`src/rtl/t07_spitft_sched_pkg.sv`:
```
`default_nettype none
// ============================================================================
// Module      : t07_spitft_sched_pkg
// Description : Shared types and init ROM contents for the SPI-TFT scheduler.
// Revision    : 1.0 - initial release
// ============================================================================
package t07_spitft_sched_pkg;

    // Scheduler FSM states; spi_wi and spi_delay are decoded from these
    typedef enum logic [1:0] {
        RST_WAIT = 2'd0,
        IDLE     = 2'd1,
        XFER     = 2'd2,
        GAP      = 2'd3
    } state_t;

    // Owner of the transaction currently in flight
    typedef enum logic [1:0] {
        SRC_INIT = 2'd0,
        SRC_CPU  = 2'd1,
        SRC_DISP = 2'd2
    } src_t;

    localparam int INIT_ROM_DEPTH = 4;

    // Power-on command words for the panel, played in index order
    localparam logic [15:0] INIT_ROM [0:3] = '{16'h0001, 16'h0011, 16'h003A, 16'h0029};

endpackage
`default_nettype wire

```
`src/rtl/t07_tft_init_rom.sv`:
```
`default_nettype none
// ============================================================================
// Module      : t07_tft_init_rom
// Description : Combinational init word lookup; indexes past INIT_LEN or past
//               the physical ROM depth read as zero.
// Revision    : 1.0 - initial release
// ============================================================================
module t07_tft_init_rom
    import t07_spitft_sched_pkg::*;
#(
    parameter int INIT_LEN = 4
) (
    input  logic [3:0]  idx,
    output logic [15:0] word
);

    // Return the ROM word only for indexes inside both the sequence and the table
    always_comb begin
        word = '0;
        if (({28'd0, idx} < INIT_LEN) && (idx < 4'(INIT_ROM_DEPTH))) begin
            word = INIT_ROM[idx[1:0]];
        end
    end

endmodule
`default_nettype wire

```
`src/rtl/t07_spitft_sched.sv`:
```
`default_nettype none
// ============================================================================
// Module      : t07_spitft_sched
// Description : Transaction scheduler for t07_spitft. Plays the init ROM after
//               reset, then round-robin arbitrates CPU and display requests,
//               with an inter-transaction gap and an ack watchdog.
// Revision    : 1.0 - initial release
// ============================================================================
module t07_spitft_sched
    import t07_spitft_sched_pkg::*;
#(
    parameter int RESET_WAIT = 100,
    parameter int GAP_CYCLES = 5,
    parameter int TIMEOUT    = 1000,
    parameter int INIT_LEN   = 4
) (
    input  logic        clk,
    input  logic        nrst,
    input  logic        cpu_req,
    input  logic [15:0] cpu_word,
    output logic        cpu_gnt,
    output logic        cpu_done,
    output logic [7:0]  cpu_rdata,
    input  logic        disp_req,
    input  logic [15:0] disp_word,
    output logic        disp_gnt,
    output logic        disp_done,
    output logic [7:0]  disp_rdata,
    output logic [15:0] spi_in,
    output logic        spi_wi,
    output logic        spi_delay,
    input  logic        spi_ack,
    input  logic [7:0]  spi_miso,
    output logic        init_done,
    output logic        err
);

    localparam logic [15:0] RESET_WAIT_W = 16'(RESET_WAIT);
    localparam logic [15:0] GAP_W        = 16'(GAP_CYCLES);
    localparam logic [15:0] TIMEOUT_W    = 16'(TIMEOUT);
    localparam logic [3:0]  INIT_LEN_W   = 4'(INIT_LEN);

    state_t      state, next_state;
    src_t        src, last_gnt;
    logic [15:0] cnt, cnt_next, cnt_inc;
    logic [3:0]  init_idx;
    logic [15:0] rom_word;
    logic        init_pending;
    logic        take_init, grant_cpu, grant_disp;
    logic        xfer_ok, xfer_abort;

    t07_tft_init_rom #(
        .INIT_LEN (INIT_LEN)
    ) u_init_rom (
        .idx  (init_idx),
        .word (rom_word)
    );

    assign init_pending = (init_idx < INIT_LEN_W);
    // Saturating increment so a huge parameter can never wrap the counter
    assign cnt_inc      = (cnt == 16'hFFFF) ? cnt : cnt + 16'd1;

    // Master controls decode straight from state so reset drops spi_wi at once
    assign spi_wi    = (state == XFER);
    assign spi_delay = (state == RST_WAIT) || (state == GAP);
    assign init_done = (state != RST_WAIT) && (init_idx == INIT_LEN_W);

    // State register
    always_ff @(posedge clk or negedge nrst) begin
        if (!nrst) begin
            state <= RST_WAIT;
        end else begin
            state <= next_state;
        end
    end

    // Next-state, arbitration and counter decisions
    always_comb begin
        next_state = state;
        cnt_next   = cnt;
        take_init  = 1'b0;
        grant_cpu  = 1'b0;
        grant_disp = 1'b0;
        xfer_ok    = 1'b0;
        xfer_abort = 1'b0;
        case (state)
            RST_WAIT: begin
                if (cnt_inc >= RESET_WAIT_W) begin
                    next_state = IDLE;
                    cnt_next   = '0;
                end else begin
                    cnt_next   = cnt_inc;
                end
            end
            IDLE: begin
                cnt_next = '0;
                if (init_pending) begin
                    take_init  = 1'b1;
                    next_state = XFER;
                end else if (cpu_req && (!disp_req || (last_gnt == SRC_DISP))) begin
                    grant_cpu  = 1'b1;
                    next_state = XFER;
                end else if (disp_req) begin
                    grant_disp = 1'b1;
                    next_state = XFER;
                end
            end
            XFER: begin
                // An ack on the timeout edge still wins over the abort
                if (spi_ack) begin
                    xfer_ok    = 1'b1;
                    next_state = GAP;
                    cnt_next   = '0;
                end else if (cnt_inc >= TIMEOUT_W) begin
                    xfer_abort = 1'b1;
                    next_state = GAP;
                    cnt_next   = '0;
                end else begin
                    cnt_next   = cnt_inc;
                end
            end
            GAP: begin
                if (cnt_inc >= GAP_W) begin
                    next_state = IDLE;
                    cnt_next   = '0;
                end else begin
                    cnt_next   = cnt_inc;
                end
            end
            default: begin
                next_state = RST_WAIT;
                cnt_next   = '0;
            end
        endcase
    end

    // Pulses, word latch, read-data capture and init progress
    always_ff @(posedge clk or negedge nrst) begin
        if (!nrst) begin
            cnt        <= '0;
            spi_in     <= '0;
            src        <= SRC_INIT;
            last_gnt   <= SRC_DISP;
            init_idx   <= '0;
            cpu_gnt    <= 1'b0;
            cpu_done   <= 1'b0;
            cpu_rdata  <= '0;
            disp_gnt   <= 1'b0;
            disp_done  <= 1'b0;
            disp_rdata <= '0;
            err        <= 1'b0;
        end else begin
            cnt       <= cnt_next;
            cpu_gnt   <= grant_cpu;
            disp_gnt  <= grant_disp;
            cpu_done  <= 1'b0;
            disp_done <= 1'b0;
            err       <= xfer_abort;
            if (take_init) begin
                spi_in <= rom_word;
                src    <= SRC_INIT;
            end
            if (grant_cpu) begin
                spi_in   <= cpu_word;
                src      <= SRC_CPU;
                last_gnt <= SRC_CPU;
            end
            if (grant_disp) begin
                spi_in   <= disp_word;
                src      <= SRC_DISP;
                last_gnt <= SRC_DISP;
            end
            // Aborted transactions complete too, but leave rdata untouched
            if (xfer_ok || xfer_abort) begin
                case (src)
                    SRC_CPU: begin
                        cpu_done <= 1'b1;
                        if (xfer_ok) cpu_rdata <= spi_miso;
                    end
                    SRC_DISP: begin
                        disp_done <= 1'b1;
                        if (xfer_ok) disp_rdata <= spi_miso;
                    end
                    default: begin
                        init_idx <= init_idx + 4'd1;
                    end
                endcase
            end
        end
    end

endmodule
`default_nettype wire

```
`config.mk`:
```
export PLATFORM = sky130hd
export DESIGN_NAME = t07_spitft_sched
export DESIGN_NICKNAME = d
export VERILOG_FILES = /design/src/rtl/t07_spitft_sched_pkg.sv /design/src/rtl/t07_tft_init_rom.sv /design/src/rtl/t07_spitft_sched.sv
export SDC_FILE = /design/constraint.sdc
export NUM_CORES = 1
export LEC_CHECK = 0
export CORE_MARGIN = 5
export CORE_UTILIZATION = 30
export CTS_BUF_LIST = sky130_fd_sc_hd__clkbuf_2 sky130_fd_sc_hd__clkbuf_4 sky130_fd_sc_hd__clkbuf_8
export CTS_CLUSTER_DIAMETER = 120
export DETAILED_ROUTE_END_ITERATION = 10
export SLEW_MARGIN = 20
export SYNTH_ARGS = -nofsm -noshare
export SYNTH_HDL_FRONTEND = slang
export SYNTH_SLANG_ARGS = --single-unit
```
`constraint.sdc`:
```
create_clock -name clk -period 3.7 [get_ports clk]
set_clock_uncertainty 0.15 [all_clocks]
set_input_delay 0.74 -clock clk [delete_from_list [all_inputs] [get_ports clk]]
set_output_delay 0.74 -clock clk [all_outputs]
set_load 0.02 [all_outputs]
```
==> reports/results.ini, run 1 <==
[run_status]
status=finished clean

[worst_setup_path]
start_kind=register
worstSetupEndpointType=register
worstPathArrival_ns=3.24
cp_top_family=simple AND/OR/NAND/NOR gates
path_buf_inv=0
slowest_delay_ns=0.56
path_cells=ha_1 > nand3_2 > nor4_4 > o32ai_2 > nor4b_4 > a21boi_2 > a21boi_2 > nand2_2 > mux2_4
crit-reg2reg-launch=cnt[0]
required_ns=3.78
crit_path_top_delay_cell=nor4_4
path_class=reg2reg
cp_common_cell=a21boi_2
startpoint=cnt[0]
crit_fanout=8

[cells_and_area]
nets=434
design_area_sq_mm=0.00436
drive_above_1_share=0.131
syn_to_final_growth_pct=39.0
num_antenna_cells=0

[sta]
period_needed_ns=3.17
period_share=0.856
worst_pin_slew_ns=0.907
fmax_ghz=0.316
worst_slack_ns=0.534
finalHoldViolations=0
whs_ns=0.335
rsz0062_at_grt=false
tns_ns=0
final_max_slew_viol_count=0
slew_headroom=0.396
setup_violations=0

[drt]
dr_wl_met3_microns=736
wl_per_cell_microns=14.6
first_iter_violations=122
wl_met2_microns=3520
drc=0
ant_nets=0
drtPass1Iterations=7
drt-met1-wl_microns=3240
num_vias=2502
vias_per_cell=4.84
top_layer_used=met4
wl_microns=7570

[power]
p_leak_nw=1.95
vdd_ir_drop_max_v=0.000326
power_mw=2.90
p_per_area_mw_per_mm2=664

[synthesis]
ys_warn_count=0
ys_ff_latch=63
synthCells=284
synthArstFlopShare=1.00
ys.flop_type=dfrtp_1
syn_area_sq_mm=0.00314
synth_edf_count=0
synth.distinct_cells=53
postSynthAreaPerCell_sq_um=11.1
synth-seq-area-share=0.502

[clock_network]
clkLatencyLatePin_ns=0.35
cts_tree=done
cts_hold_buffers=0
numCtsBuffers=9
cts.clk_slew.worst_paths_ns=0.07
htree_num_levels=3
root_buffer=clkbuf_8
clock_sinks=63
post_cts_resized=0
clockBufferDepth=2
post_cts.repair.setup_buffers=0

[placement]
io_buffers=84
routabilityCongestion=0.840
dp_hpwl_microns=5750
pre_cts_ws_ns=0.534
dpl_cell_area_sq_mm=0.00414

[global_routing]
first_global_vias=2643
grt_max_degree=42
grt_pass1_wl_microns=13200
antenna_found_initial=0
grt_util_all_layers=0.128
grt_overflow=0

[floorplanning]
die_w_microns=112
num_rows=37
die_h_microns=112
dieArea_sq_mm=0.0126
ios=85
start_util=0.306
core_area_sq_mm=0.0103

[worst_hold_path]
hp-start=spi_in[3]
min_path_type=reg2reg

[job]
maxCapViolCount=0

[sequential cells by signal, indices dropped and copies added (netlist names)]
register,count
cnt,16
spi_in,16
cpu_rdata,8
disp_rdata,8
init_idx,4
last_gnt,2
src,2
state,2
cpu_done,1
cpu_gnt,1
disp_done,1
disp_gnt,1
err,1
[routing by layer]
metal / vias to the layer above / track usage
li1: 1214 / -
met1: 1192 / 0.159
met2: 88 / 0.198
met3: 8 / 0.0631
met4: 0 / 0.0361
met5: - / 0
[cell families after synthesis]
group / Yosys count / synth area share
AND/OR/NAND/NOR: 87 / 0.157
flip-flops: 63 / 0.502
AO/OA/AOI/OAI: 55 / 0.137
buffers and inverters: 33 / 0.0438
multiplexers: 23 / 0.0817
adder cells (fa/ha/maj): 13 / 0.0518
XOR/XNOR: 9 / 0.0251
other: 1 / 0.00119
[where the power goes]
| group | switching, mW | internal, mW |
|---|---|---|
| registers | 0.139 | 0.893 |
| clock network | 0.267 | 0.405 |
| logic | 0.607 | 0.588 |
[metrics by stage]
stage | utilization | instances
final | 0.425 | 517
after global routing | 0.425 | 517
after CTS | 0.425 | 517
after detailed placement | 0.403 | 501
after global placement | 0.403 | 501
after floorplan | - | 289
[final timing paths]
path | endpoint | slack, ns | cells past startpoint
min reg2reg | spi_in[3] | 0.34 | 2
max reg2reg | init_idx[1] | 0.53 | 9
min in group asynchronous | cpu_gnt | 0.37 | 1
max in group asynchronous | cnt[14] | 2.18 | 2
max | init_idx[1] | 0.53 | 9
min | spi_in[3] | 0.34 | 2
[placed cells by master (no fill, tap or decap), types with 3 or more instances in the layout]
cell,instances
nor2_1,23
nand3_1,10
nor4_1,3
xnor2_1,7
nor3_1,7
nand2_1,16
a21oi_1,9
conb_1,6
o31ai_1,4
a21o_1,3
clkbuf_8,10
mux2_2,17
nand4_1,5
buf_4,3
mux2i_1,5
clkdlybuf4s50_1,83
and3_1,5
a221oi_1,3
o21ai_0,6
ha_1,13
nand2b_1,3
a222oi_1,13
inv_1,22
dfrtp_1,62
[synth_stat cells, drive strengths merged, types with 3 or more instances]
master | instances | area share
buf | 4 | 0.0092
clkbuf | 7 | 0.0084
dfrtp | 62 | 0.49
nand2 | 17 | 0.021
mux2 | 18 | 0.066
xnor2 | 7 | 0.020
inv | 22 | 0.026
a21o | 3 | 0.0072
o31ai | 5 | 0.012
nand4 | 7 | 0.021
a222oi | 13 | 0.041
nor3 | 7 | 0.011
nor2 | 23 | 0.027
nand2b | 3 | 0.0060
o21ai | 8 | 0.013
nand3 | 11 | 0.019
a21oi | 9 | 0.014
mux2i | 5 | 0.016
a221oi | 3 | 0.0084
and3 | 5 | 0.010
nor4 | 4 | 0.013
ha | 13 | 0.052
[worst register-to-register path, delay by kind of cell (launching register included)]
family | cells | cell delay, ns
simple gates | 4 | 1.22
fa+ha+maj | 1 | 0.34
compound gates | 3 | 0.59
flops | 1 | 0.45
mux | 1 | 0.30
[area by class of cell]
cell class,instances,area [sq um]
Sequential cell,63,1580
Timing Repair Buffer,87,858
Clock buffer,11,145
Multi-Input combinational cell,193,1450
Tap cell,136,170
Clock inverter,5,81.3
Inverter,22,82.6
Fill cell,1023,5910
No activity file was read; power rests on OpenSTA's default activity.
==> inputs of run 2 (changes only) <==
Settings changed: CORE_ASPECT_RATIO from default to 1.4.
==> run 2 against run 1 <==
Effect of this change:
- critical path depth did not move
- first-iteration DRC count up 6.6%
- sequential power hardly changed
- power down 3.3%
- flip-flop and latch count stayed put
- worst hold slack lost 0.19 ns
- clock-buffer cell count decreased by 1
- combinational power barely moved
- routed wire length grew 0.96%
- core utilization shrank 0.30 points
- final cell count grew 0.58%
- design area shrank 0.54%
==> reports/results.ini, run 2 (synthesis gave the netlist of run 1 again) <==
[worst_setup_path]
cp_common_cell=a21boi_2
worstPathArrival_ns=3.28
worstSetupEndpointType=register
cp_top_family=simple AND/OR/NAND/NOR gates
path_cells=ha_1 > nand3_2 > nor4_4 > o32ai_2 > nor4b_4 > a21boi_2 > a21boi_2 > nand2_2 > mux2_4
start_kind=register
crit_path_top_delay_cell=nor4_4
crit_fanout=8
required_ns=3.78
path_class=reg2reg
slowest_delay_ns=0.58
path_buf_inv=0

[placement]
placed_cells=504
routabilityCongestion=0.867
dp_hpwl_microns=5810
pre_cts_ws_ns=0.522
dpl_cell_area_sq_mm=0.00415
io_buffers=84

[drt]
drc=0
vias_per_cell=4.89
drtPass1Iterations=6
first_iter_violations=130
num_vias=2541
wl_microns=7650
ant_nets=0
wl_per_cell_microns=14.7

[cells_and_area]
final_cells=520
largestRegisters=cnt: 16 flops, spi_in: 16 flops
final_common_cell=clkdlybuf4s50_1
design_area_sq_mm=0.00434
nets=435
fillCellCount=1005
final_cell_mix=clkdlybuf4s50_1 (83), dfrtp_1 (62), nor2_1 (23)
num_antenna_cells=0
drive_above_1_share=0.134
syn_to_final_growth_pct=38.2

[floorplanning]
ios=85
dieArea_sq_mm=0.0126
die_w_microns=96.5
start_util=0.305
num_rows=44
die_h_microns=131
core_area_sq_mm=0.0103

[sta]
worst_slack_ns=0.498
worst_pin_slew_ns=0.571
tns_ns=0
period_needed_ns=3.20
fmax_ghz=0.312
slew_headroom=0.619
final_max_slew_viol_count=0
period_share=0.865
setup_violations=0
rsz0062_at_grt=false
finalHoldViolations=0

[global_routing]
grt_max_degree=26
first_global_vias=2615
antenna_found_initial=0
grt_overflow=0
grt_pass1_wl_microns=12800
grt_util_all_layers=0.133

[clock_network]
cts_tree=done
numCtsBuffers=9
htree_num_levels=3
clock_sinks=63
cts_hold_buffers=0
post_cts_resized=0
root_buffer=clkbuf_8
clockBufferDepth=2
clkLatencyLatePin_ns=0.35
post_cts.repair.setup_buffers=0
cts.clk_slew.worst_paths_ns=0.07

[power]
p_per_area_mw_per_mm2=646
power_mw=2.80
vdd_ir_drop_max_v=0.000200
p_leak_nw=1.94

[worst_hold_path]
min_path_type=in2async

[run_status]
status=finished clean

[job]
maxCapViolCount=0

[run 2: layout make-up]
class	count	area, sq um	area share
Clock buffer	10	131	0.0303
Clock inverter	6	61.3	0.0141
Inverter	22	82.6	0.0190
Multi-Input combinational cell	193	1450	0.334
Sequential cell	63	1580	0.364
Tap cell	138	173	0.0398
Timing Repair Buffer	88	866	0.199
[run 2: power by group]
part           switching (mW)  internal (mW)  leakage (nW)
clock                   0.263          0.315        0.0994
sequential              0.136          0.894         0.814
combinational           0.605          0.590          1.03
total                    1.00           1.80          1.94
[run 2: worst paths after layout]
| check | cells past startpoint | endpoint | slack (ns) | from |
|---|---|---|---|---|
| max | 9 | init_idx[1] | 0.50 | cnt[0] |
| min | 1 | spi_in[6] | 0.15 | nrst |
| max reg2reg | 9 | init_idx[1] | 0.50 | cnt[0] |
| min reg2reg | 2 | spi_in[5] | 0.35 | spi_in[5] |
| max in group asynchronous | 2 | cpu_rdata[0] | 2.60 | nrst |
| min in group clk | 2 | spi_in[5] | 0.35 | spi_in[5] |
[run 2: worst register-to-register path, cell delays in order, from the launching register on]
cell and delay, ns:
dfrtp_1 0.45, ha_1 0.36, nand3_2 0.22, nor4_4 0.58, o32ai_2 0.23, nor4b_4 0.34, a21boi_2 0.11, a21boi_2 0.24
nand2_2 0.11, mux2_4 0.31
[run 2: through the flow]
step,hold slack (ns),util
4_1_cts,0.143,0.422
3_3_place_gp,0.335,0.403
2_1_floorplan,0.294,-
6_report,0.147,0.422
3_5_place_dp,0.343,0.403
5_1_grt,0.162,0.422
[run 2: layer usage]
metal  global-route usage  wire [microns]  vias to the layer above
met1                0.159            3230                     1223
li1                     -               -                     1225
met3               0.0463             458                       17
met5                    0               0                        -
met2                0.216            3790                       76
met4               0.0570             172                        0
